File: src/rtl/multicycle_main_control.sv
// Main control FSM for the multicycle datapath: sequences
// fetch/decode/execute/memory/writeback and drives all enables.
module multicycle_main_control #(
  parameter int STATE_W = 4,
  parameter int CNT_W   = 16
) (
  input  logic               clk,
  input  logic               rst,
  input  logic [5:0]         opcode,
  input  logic               mem_ready,
  output logic               PCWrite,
  output logic               PCWriteCond,
  output logic               IorD,
  output logic               MemRead,
  output logic               MemWrite,
  output logic               IRWrite,
  output logic               MemtoReg,
  output logic               RegDst,
  output logic               RegWrite,
  output logic               ALUSrcA,
  output logic [1:0]         ALUSrcB,
  output logic [1:0]         ALUOp,
  output logic [1:0]         PCSource,
  output logic               illegal_op,
  output logic               instr_done,
  output logic [CNT_W-1:0]   retired,
  output logic [STATE_W-1:0] state
);

  typedef enum logic [3:0] {
    FETCH     = 4'd0,
    DECODE    = 4'd1,
    MEM_ADDR  = 4'd2,
    MEM_READ  = 4'd3,
    WB_LOAD   = 4'd4,
    MEM_WRITE = 4'd5,
    EXEC_R    = 4'd6,
    WB_R      = 4'd7,
    BRANCH    = 4'd8,
    JUMP      = 4'd9,
    EXEC_I    = 4'd10,
    WB_I      = 4'd11
  } state_e;

  localparam logic [5:0] OP_R    = 6'h00;
  localparam logic [5:0] OP_LW   = 6'h23;
  localparam logic [5:0] OP_SW   = 6'h2B;
  localparam logic [5:0] OP_BEQ  = 6'h04;
  localparam logic [5:0] OP_J    = 6'h02;
  localparam logic [5:0] OP_ADDI = 6'h08;

  state_e            state_q, state_d;
  logic [CNT_W-1:0]  retired_q, retired_d;

  always_ff @(posedge clk or posedge rst) begin
    if (rst) begin
      state_q   <= FETCH;
      retired_q <= '0;
    end else begin
      state_q   <= state_d;
      retired_q <= retired_d;
    end
  end

  // Outputs are held low for the whole of reset, even though
  // state_q already reads FETCH.
  always_comb begin
    state_d     = FETCH;
    PCWrite     = 1'b0;
    PCWriteCond = 1'b0;
    IorD        = 1'b0;
    MemRead     = 1'b0;
    MemWrite    = 1'b0;
    IRWrite     = 1'b0;
    MemtoReg    = 1'b0;
    RegDst      = 1'b0;
    RegWrite    = 1'b0;
    ALUSrcA     = 1'b0;
    ALUSrcB     = 2'b00;
    ALUOp       = 2'b00;
    PCSource    = 2'b00;
    illegal_op  = 1'b0;
    instr_done  = 1'b0;
    if (!rst) begin
      unique case (state_q)
        FETCH: begin
          MemRead = 1'b1;
          ALUSrcB = 2'b01;
          ALUOp   = 2'b10;
          IRWrite = mem_ready;
          PCWrite = mem_ready;
          state_d = mem_ready ? DECODE : FETCH;
        end
        DECODE: begin
          ALUSrcB = 2'b11;
          ALUOp   = 2'b10;
          case (opcode)
            OP_LW, OP_SW: state_d = MEM_ADDR;
            OP_R:         state_d = EXEC_R;
            OP_BEQ:       state_d = BRANCH;
            OP_J:         state_d = JUMP;
            OP_ADDI:      state_d = EXEC_I;
            default: begin
              illegal_op = 1'b1;
              state_d    = FETCH;
            end
          endcase
        end
        MEM_ADDR: begin
          ALUSrcA = 1'b1;
          ALUSrcB = 2'b10;
          ALUOp   = 2'b10;
          state_d = (opcode == OP_LW) ? MEM_READ : MEM_WRITE;
        end
        MEM_READ: begin
          MemRead = 1'b1;
          IorD    = 1'b1;
          state_d = mem_ready ? WB_LOAD : MEM_READ;
        end
        WB_LOAD: begin
          RegWrite   = 1'b1;
          MemtoReg   = 1'b1;
          instr_done = 1'b1;
        end
        MEM_WRITE: begin
          MemWrite   = 1'b1;
          IorD       = 1'b1;
          instr_done = mem_ready;
          state_d    = mem_ready ? FETCH : MEM_WRITE;
        end
        EXEC_R: begin
          ALUSrcA = 1'b1;
          state_d = WB_R;
        end
        WB_R: begin
          RegWrite   = 1'b1;
          RegDst     = 1'b1;
          instr_done = 1'b1;
        end
        BRANCH: begin
          ALUSrcA     = 1'b1;
          ALUOp       = 2'b01;
          PCWriteCond = 1'b1;
          PCSource    = 2'b01;
          instr_done  = 1'b1;
        end
        JUMP: begin
          PCWrite    = 1'b1;
          PCSource   = 2'b10;
          instr_done = 1'b1;
        end
        EXEC_I: begin
          ALUSrcA = 1'b1;
          ALUSrcB = 2'b10;
          ALUOp   = 2'b10;
          state_d = WB_I;
        end
        WB_I: begin
          RegWrite   = 1'b1;
          instr_done = 1'b1;
        end
        default: state_d = FETCH;
      endcase
    end
  end

  assign retired_d = retired_q + CNT_W'(instr_done);
  assign retired   = retired_q;
  assign state     = STATE_W'(state_q);

endmodule

File: config.mk
export PLATFORM = sky130hd
export DESIGN_NAME = multicycle_main_control
export DESIGN_NICKNAME = d
export VERILOG_FILES = /design/src/rtl/multicycle_main_control.sv
export SDC_FILE = /design/constraint.sdc
export NUM_CORES = 1
export LEC_CHECK = 0
export ABC_AREA = 1
export CAP_MARGIN = 20
export CORE_ASPECT_RATIO = 2
export CORE_MARGIN = 10
export CORE_UTILIZATION = 48
export CTS_CLUSTER_DIAMETER = 150
export DETAILED_ROUTE_END_ITERATION = 8
export PLACE_DENSITY = 0.88
export SYNTH_ARGS = -nofsm -noshare
export SYNTH_HDL_FRONTEND = slang
export SYNTH_SLANG_ARGS = --single-unit
export TNS_END_PERCENT = 1
File: constraint.sdc
create_clock -name clk -period 5.6 [get_ports clk]
set_clock_uncertainty 0.1 [all_clocks]
set_input_delay 0.84 -clock clk [delete_from_list [all_inputs] [get_ports clk]]
set_output_delay 0.84 -clock clk [all_outputs]
set_load 0.01 [all_outputs]
==> results.sh, run 1 <==
export IMPL_status="finished clean"
export IMPL_path_max_fanout=21
export IMPL_cts_resized_gates=0
export IMPL_synth_top_area_cell="dfrtp_1"
export IMPL_fin_crit_ps=3800
export IMPL_crit_arrival_ps=2860
export IMPL_route_detailed_drc=0
export IMPL_cts_buffers=3
export IMPL_drv_cap=0
export IMPL_wl_per_cell_um=14.1
export IMPL_grt_max_degree=22
export IMPL_synthCells=185
export IMPL_crit_start="rst"
export IMPL_setup_tns_final_ps=0
export IMPL_p_leak_uw=0.000916
export IMPL_worstHoldPathType="register to register"
export IMPL_clk_latency_ps=260
export IMPL_die_x_um=57.1
export IMPL_ys_warn_count=0
export IMPL_syn_num_nets=196
export IMPL_synth_top_cells_by_area="dfrtp_1, nand2_1, nor2_1"
export IMPL_crit_cells=6
export IMPL_rows=26
export IMPL_path_clk_slew_ps=70
export IMPL_dr_pass1_iters=5
export IMPL_setup_viol=0
export IMPL_fp_dieH_um=94.2
export IMPL_cts_hold_buf=0
export IMPL_syn_area_per_cell_um2=7.14
export IMPL_grt_ovfl_total=0
export IMPL_path_common_cell="clkdlybuf4s50_1"
export IMPL_ys_seq_elements=20
export IMPL_antenna_found_initial=0
export IMPL_cpPeakStageDelay_ps=730
export IMPL_num_vias=1340
export IMPL_cp_endpoint="illegal_op"
export IMPL_irDropWorstVdd_mv=0.183
export IMPL_grt_pass1_vias=1342
export IMPL_clock_sinks=20
export IMPL_grt_use_total_pct=13.7
export IMPL_hpwl_um=3050
export IMPL_io_buffers=46
export IMPL_areaGrowthSynthToFinish_pct=40.4
export IMPL_ant_nets=0
export IMPL_relSlewSlack_pct=57.9
export IMPL_worstReg2RegStart="state[3]$_DFF_PP0_"
export IMPL_reg2reg_slack_ps=3150
export IMPL_path_buf_inv=4
export IMPL_worstMarginPinSlew_ps=630
export IMPL_layout_drive_gt1_share_pct=8.19
export IMPL_syn_cell_area_um2=1320
export IMPL_worstPathRequired_ps=4660
export IMPL_ios=47
export IMPL_coreArea_um2=2600
export IMPL_drt_iter0_drc=20
export IMPL_start_util_pct=50.8
export IMPL_r2r_cells=11
export IMPL_fin_util_pct=71.3
export IMPL_cts_root_buf="clkbuf_8"
export IMPL_postCtsSetupBuffers=0
export IMPL_cp_end_kind="output pin"
export IMPL_power_density_nw_per_um2=163
export IMPL_final_common_cell="clkdlybuf4s50_1"
export IMPL_wl_um=3660
export IMPL_routabilityCongestion=0.869
export IMPL_drv_slew=0
export IMPL_yosysTopAreaCellShare_pct=37.9
export IMPL_yosysSeqAreaShare_pct=37.9
export IMPL_cts_tree="built"
export IMPL_rsz0062_at_grt="no"
export IMPL_crit_path_start_kind="primary input"
export IMPL_fin_crit_sh_pct=67.8
export IMPL_fmax_mhz=263
export IMPL_cp_slowest_cell="clkdlybuf4s50_1"
export IMPL_grt_first_pass_wirelength_um=6090
export IMPL_path_cells="clkdlybuf4s50_1 > inv_1 > buf_4 > nand2_1 > nor3_1 > clkdlybuf4s50_1"
export IMPL_path_delay_family="buffers and inverters"
export IMPL_hold_viol=0
export IMPL_critPathKind="primary input to output pin"
export IMPL_finalNetCount=244
export IMPL_h_tree_depth=1
export IMPL_synth_cell_types=26
export IMPL_rr_endpoint="retired[14]$_DFF_PP0_"
export IMPL_final_cell_mix="clkdlybuf4s50_1, nand2_1, nor2_1, inv_1, dfrtp_1"
export IMPL_drt_vias_per_instance=5.15
export IMPL_cts_buffer_depth=2
export IMPL_insertedDiodeCount=0
export IMPL_dieArea_um2=5380
==> how the worst min path moves through the flow <==
stage | from | end | slack (ps) | cells after the start
2_1_floorplan | retired[14]$_DFF_PP0_ | retired[14]$_DFF_PP0_ | 420 | 1
3_3_place_gp | retired[15]$_DFF_PP0_ | retired[15]$_DFF_PP0_ | 390 | 2
3_5_place_dp | retired[15]$_DFF_PP0_ | retired[15]$_DFF_PP0_ | 390 | 2
4_1_cts | retired[15]$_DFF_PP0_ | retired[15]$_DFF_PP0_ | 410 | 2
5_1_grt | retired[15]$_DFF_PP0_ | retired[15]$_DFF_PP0_ | 430 | 2
6_report | retired[15]$_DFF_PP0_ | retired[15]$_DFF_PP0_ | 400 | 2
==> synth_stat cells (all sizes together) <==
| cell | number |
|---|---|
| a21oi | 4 |
| a31oi | 1 |
| buf | 4 |
| dfrtp | 20 |
| ha | 2 |
| inv | 26 |
| nand2 | 41 |
| nand3 | 17 |
| nand3b | 2 |
| nand4 | 3 |
| nor2 | 37 |
| nor3 | 8 |
| nor4 | 1 |
| o21ai | 6 |
| o21bai | 1 |
| xnor2 | 1 |
| xor2 | 11 |
==> logic make-up (layout without fill, tap and decap cells) <==
group / after synthesis / after routing / share of synthesized area [%]
DFF: 20 / 20 / 37.9
buffers and inverters: 30 / 77 / 9.18
xor gates and xnor gates: 12 / 12 / 7.95
adders and majority gates: 2 / 2 / 1.89
AOI/OAI and AO/OA: 12 / 12 / 4.83
and+or+nand+nor: 109 / 109 / 38.3
==> worst min-delay path: cells and delay by family, from the launching register on <==
family / cells / cell delay, ps
flops: 1 / 370
simple gates: 2 / 100
==> sequential cells by signal (all words and copies together), names as in the netlist <==
signal   count
retired     16
state        4
==> cell type report <==
class                           count  area, um^2
Tap cell                           28        35.0
Timing Repair Buffer               47         468
Sequential cell                    20         500
Inverter                           26        97.6
Clock buffer                        4        55.1
Multi-Input combinational cell    135         699
Fill cell                         216         747
==> metal layers <==
layer,wire (um),vias to the layer above,global-route usage [%]
met5,0,-,0
met4,61,0,4.92
met3,202,6,3.79
met2,2100,42,26.6
met1,1290,613,12.9
li1,-,679,-
==> where the power goes <==
group          internal (uW)  switching, uW  total (uW)
clock                   62.5           44.6         107
sequential               148           3.70         152
combinational           22.0           22.4        44.4
==> per-stage QoR <==
stage	setup WS, ps	instances	power (uW)	cell area, um^2	hold slack, ps
after floorplan	2750	185	174	1320	421
after global placement	1790	256	198	1800	385
after detailed placement	1790	256	199	1800	389
after CTS	1790	260	308	1860	406
after global routing	1550	260	320	1860	433
final	1800	260	303	1860	403
(Power assumes the default switching activity.)
==> run 2: changes to the inputs <==
- CORE_UTILIZATION: 48 -> 45
- PLACE_DENSITY: 0.88 -> 0.83
- clock period: 5.6 -> 3.6 ns (I/O delays scaled with it)
==> results.sh, run 2 (same netlist as run 1, synthesis figures left out) <==
export IMPL_status="finished clean"
export IMPL_cpPeakStageDelay_ps=730
export IMPL_antenna_found_initial=0
export IMPL_cts_buffers=3
export IMPL_power_density_nw_per_um2=244
export IMPL_worstReg2RegStart="state[3]$_DFF_PP0_"
export IMPL_power_share_sequential_pct=52.4
export IMPL_grt_pass1_vias=1416
export IMPL_path_clk_slew_ps=70
export IMPL_route_detailed_drc=0
export IMPL_drv_cap=0
export IMPL_insertedDiodeCount=0
export IMPL_path_max_fanout=20
export IMPL_cts_buffer_depth=2
export IMPL_rr_endpoint="retired[14]$_DFF_PP0_"
export IMPL_grt_max_degree=21
export IMPL_worstPathRequired_ps=2960
export IMPL_num_vias=1370
export IMPL_dieArea_um2=5630
export IMPL_reg2reg_slack_ps=1000
export IMPL_rsz0062_at_grt="no"
export IMPL_drv_slew=0
export IMPL_largest_reg_flops=16
export IMPL_worstHoldPathType="register to register"
export IMPL_ant_nets=0
export IMPL_crit_arrival_ps=2320
export IMPL_fmax_mhz=338
export IMPL_final_common_cell="clkdlybuf4s50_1"
export IMPL_io_buffers=46
export IMPL_cts_hold_buf=0
export IMPL_fin_crit_ps=2960
export IMPL_p_sw_uw=110
export IMPL_cts_resized_gates=0
export IMPL_coreArea_um2=2800
export IMPL_fin_crit_sh_pct=82.2
export IMPL_die_x_um=58.3
export IMPL_grt_first_pass_wirelength_um=6440
export IMPL_fin_util_pct=65.7
export IMPL_cts_root_buf="clkbuf_8"
export IMPL_critPathKind="primary input to output pin"
export IMPL_cts_tree="built"
export IMPL_routabilityCongestion=0.945
export IMPL_pwr_share_comb_pct=15.4
export IMPL_swShare_pct=24.5
export IMPL_hpwl_um=3210
export IMPL_path_common_cell="clkdlybuf4s50_1"
export IMPL_hold_viol=0
export IMPL_cp_end_kind="output pin"
export IMPL_worstMarginPinSlew_ps=626
export IMPL_drt_iter0_drc=29
export IMPL_p_leak_uw=0.000909
export IMPL_path_delay_family="buffers and inverters"
export IMPL_areaGrowthSynthToFinish_pct=39.5
export IMPL_setup_viol=0
export IMPL_grt_ovfl_total=0
export IMPL_hold_end="retired[15]$_DFF_PP0_"
export IMPL_cp_slowest_cell="clkdlybuf4s50_1"
export IMPL_rows=27
export IMPL_path_cells="clkdlybuf4s50_1 > nor3_1 > o21bai_1 > clkdlybuf4s50_1"
export IMPL_grt_use_total_pct=13.9
export IMPL_wl_um=3830
export IMPL_min_path_cells=2
export IMPL_clock_sinks=20
export IMPL_final_cell_area_um2=1840
export IMPL_finalNetCount=244
export IMPL_setup_tns_final_ps=0
export IMPL_relSlewSlack_pct=58.1
export IMPL_intPower_uw=339
export IMPL_routed_wl_met2_um=2250
export IMPL_h_tree_depth=1
export IMPL_drt_vias_per_instance=5.27
export IMPL_start_util_pct=47.1
export IMPL_dr_pass1_iters=4
export IMPL_crit_path_start_kind="primary input"
export IMPL_layout_drive_gt1_share_pct=7.79
export IMPL_wl_per_cell_um=14.7
export IMPL_wl_met1_um=1230
export IMPL_ios=47
export IMPL_clk_latency_ps=260
export IMPL_min_delay_start="retired[15]$_DFF_PP0_"
export IMPL_post_dp_cell_area_um2=1800
export IMPL_wl_met3_um=237
export IMPL_final_cell_mix="clkdlybuf4s50_1, nand2_1, nor2_1, inv_1, dfrtp_1"
export IMPL_p_clk_share_pct=32.2
export IMPL_r2r_cells=11
export IMPL_fp_dieH_um=96.6
export IMPL_whs_ps=400
export IMPL_postCtsSetupBuffers=0
export IMPL_path_buf_inv=2
export IMPL_crit_start="rst"
export IMPL_irDropWorstVdd_mv=0.226
export IMPL_highest_signal_layer="met4"
run 2: changes by cell type in the layout (fill, tap and decap cells not counted), sizes merged:
| cell | delta |
|---|---|
| clkbuf | -1 |
run 2: layer usage:
layer  track usage, %  vias up
li1                 -      672
met1             12.0      630
met2             26.3       54
met3             3.92       14
met4             7.25        0
met5                0        -
run 2: worst max path at each step:
| stage | depth (start not counted) | endpoint |
|---|---|---|
| final | 4 | ALUOp[1] |
| after global routing | 4 | ALUOp[1] |
| after CTS | 4 | ALUOp[1] |
| after detailed placement | 4 | ALUOp[1] |
| after global placement | 4 | ALUOp[1] |
| after floorplan | 14 | retired[14]$_DFF_PP0_ |
run 2: stage by stage:
step | setup slack, ps | std cells | total power, uW
floorplan | 1250 | 185 | 270
global placement | 654 | 257 | 309
detailed placement | 633 | 257 | 310
CTS | 632 | 260 | 454
global route | 474 | 260 | 470
finish | 640 | 260 | 449
run 2: worst reg2reg max path, cell delays in order (launching register included):
cell and delay (ps):
dfrtp_1 410, inv_1 90, nor2_1 300, o21ai_0 230, a21oi_1 270, ha_1 240
ha_1 200, nand3_1 120, inv_1 130, nand3_1 140, nor2_1 140, xor2_1 160
run 2: final cells by class:
| type | count | area [um^2] |
|---|---|---|
| well taps | 29 | 36.3 |
| fillers | 263 | 961 |
| repair buffers | 47 | 468 |
| flip-flops and latches | 20 | 500 |
| multi-input cells | 135 | 699 |
| inverters | 26 | 97.6 |
| clock buffers | 3 | 41.3 |
run 2: power by group through the flow:
stage	Combinational [uW]	Sequential, uW	Clock, uW
2_1_floorplan	28.3	242	0
3_3_place_gp	68.8	240	0
3_5_place_dp	70.2	240	0
4_1_cts	70.5	235	148
5_1_grt	76.1	236	158
6_report	69.0	235	145
==> run 3: changes to the inputs <==
- CORE_UTILIZATION: 45 -> 40
- PLACE_DENSITY: 0.83 -> 0.78
- clock period: 3.6 -> 2.65 ns (I/O delays scaled with it)
==> results.sh, run 3 (same netlist as run 1, synthesis figures left out) <==
export IMPL_status="finished clean"
export IMPL_ios=47
export IMPL_swShare_pct=23.2
export IMPL_cts_root_buf="clkbuf_8"
export IMPL_drv_cap=0
export IMPL_h_tree_depth=1
export IMPL_fp_dieH_um=101
export IMPL_relSlewSlack_pct=74.6
export IMPL_final_cell_mix="clkdlybuf4s50_1, nand2_1, nor2_1, inv_1, dfrtp_1"
export IMPL_cp_end_kind="output pin"
export IMPL_dr_pass1_iters=4
export IMPL_clk_latency_ps=250
export IMPL_cts_hold_buf=0
export IMPL_hold_viol=0
export IMPL_worstMarginPinSlew_ps=380
export IMPL_worstPathRequired_ps=2150
export IMPL_critPathKind="register to output pin"
export IMPL_start_util_pct=41.4
export IMPL_fmax_mhz=399
export IMPL_grt_pass1_vias=1414
export IMPL_hpwl_um=3120
export IMPL_fin_crit_sh_pct=94.7
export IMPL_cts_tree="built"
export IMPL_post_dp_cell_area_um2=1820
export IMPL_cts_buffers=3
export IMPL_final_cell_area_um2=1890
export IMPL_largest_reg_flops=16
export IMPL_rows=29
export IMPL_antenna_found_initial=0
export IMPL_cts_resized_gates=0
export IMPL_setup_tns_final_ps=0
export IMPL_p_clk_share_pct=35.0
export IMPL_finalNetCount=246
export IMPL_cts_buffer_depth=2
export IMPL_intPower_uw=493
export IMPL_p_sw_uw=149
export IMPL_dp_cells=261
export IMPL_worstHoldPathType="primary input to asynchronous set/reset pin"
export IMPL_num_vias=1349
export IMPL_p_leak_uw=0.000933
export IMPL_grt_first_pass_wirelength_um=6370
export IMPL_ant_nets=0
export IMPL_n_fill_cell=306
export IMPL_grt_max_degree=21
export IMPL_crit_path_start_kind="register"
export IMPL_drt_vias_per_instance=5.09
export IMPL_clock_sinks=20
export IMPL_die_x_um=60.6
export IMPL_crit_arrival_ps=2010
export IMPL_areaGrowthSynthToFinish_pct=42.9
export IMPL_final_common_cell="clkdlybuf4s50_1"
export IMPL_fin_crit_ps=2510
export IMPL_coreArea_um2=3190
export IMPL_whs_ps=289
export IMPL_rsz0062_at_grt="no"
export IMPL_pwr_share_comb_pct=15.1
export IMPL_drt_iter0_drc=36
export IMPL_setup_viol=0
export IMPL_io_buffers=46
export IMPL_insertedDiodeCount=0
export IMPL_routabilityCongestion=0.868
export IMPL_dieArea_um2=6140
export IMPL_path_clk_slew_ps=70
export IMPL_irDropWorstVdd_mv=0.339
export IMPL_power_density_nw_per_um2=340
export IMPL_postCtsSetupBuffers=0
export IMPL_route_detailed_drc=0
export IMPL_p_total_uw=642
export IMPL_wl_um=3770
export IMPL_grt_ovfl_total=0
export IMPL_power_share_sequential_pct=49.9
export IMPL_finalNonFillerCells=265
export IMPL_drv_slew=0
export IMPL_wl_per_cell_um=14.2
export IMPL_path_max_fanout=6
export IMPL_layout_drive_gt1_share_pct=10.7
export IMPL_grt_use_total_pct=12.8
export IMPL_reg2reg_slack_ps=250
## run 3: changes by cell type in the layout (fill, tap and decap cells not counted)
cell and change:
a21oi_1 -1, a21oi_2 +1, buf_4 +2, clkbuf_8 +1, clkdlybuf4s50_1 -1, dlymetal6s2s_1 +1, nor2_1 -3, nor2_2 +3
o21ai_0 -1, o21ai_1 +1
## run 3: worst max-delay path, cell delays in order, from the launching register on
cell	delay [ps]
dfrtp_1	440
inv_2	160
nand2_2	110
inv_2	90
nand2_1	70
o21ai_1	120
inv_1	60
a21oi_2	150
clkdlybuf4s50_1	570
## run 3: final timing paths
path	startpoint	to	cells after the start
max in group asynchronous	rst	retired[7]$_DFF_PP0_	3
worst min register to register	retired[15]$_DFF_PP0_	retired[15]$_DFF_PP0_	2
min in group clk	retired[15]$_DFF_PP0_	retired[15]$_DFF_PP0_	2
worst max-delay path	state[1]$_DFF_PP0_	instr_done	8
worst min-delay path	rst	state[0]$_DFF_PP0_	3
worst max register to register	state[1]$_DFF_PP0_	retired[14]$_DFF_PP0_	14
## run 3: per-stage QoR
stage / util (%) / setup WS (ps)
2_1_floorplan: - / 301
3_3_place_gp: 57.0 / 107
3_5_place_dp: 57.0 / 90.5
4_1_cts: 58.7 / 14.2
5_1_grt: 59.1 / 2.58
6_report: 59.1 / 141
## run 3: power groups by stage
stage / clock [uW] / combinational, uW / sequential [uW]
after floorplan: 0 / 38.4 / 329
after global placement: 0 / 97.2 / 326
after detailed placement: 0 / 97.9 / 327
after CTS: 229 / 98.4 / 321
after global routing: 241 / 107 / 322
final: 224 / 96.9 / 320
## run 3: cell type report
type,instances,area (um^2),area share (%)
clock buffers,4,55.1,2.92
inverters,26,97.6,5.17
multi-input cells,135,711,37.6
flip-flops and latches,20,500,26.5
well taps,31,38.8,2.05
repair buffers,49,485,25.7
## run 3: metal layers
metal	part of all wire, %	vias up	wire (um)	GRT usage, %
met1	35	626	1320	12.6
met3	6.2	6	235	2.76
met5	0	-	0	0
met4	1.7	0	65	5.26
met2	57	36	2140	24.1
li1	-	681	-	-
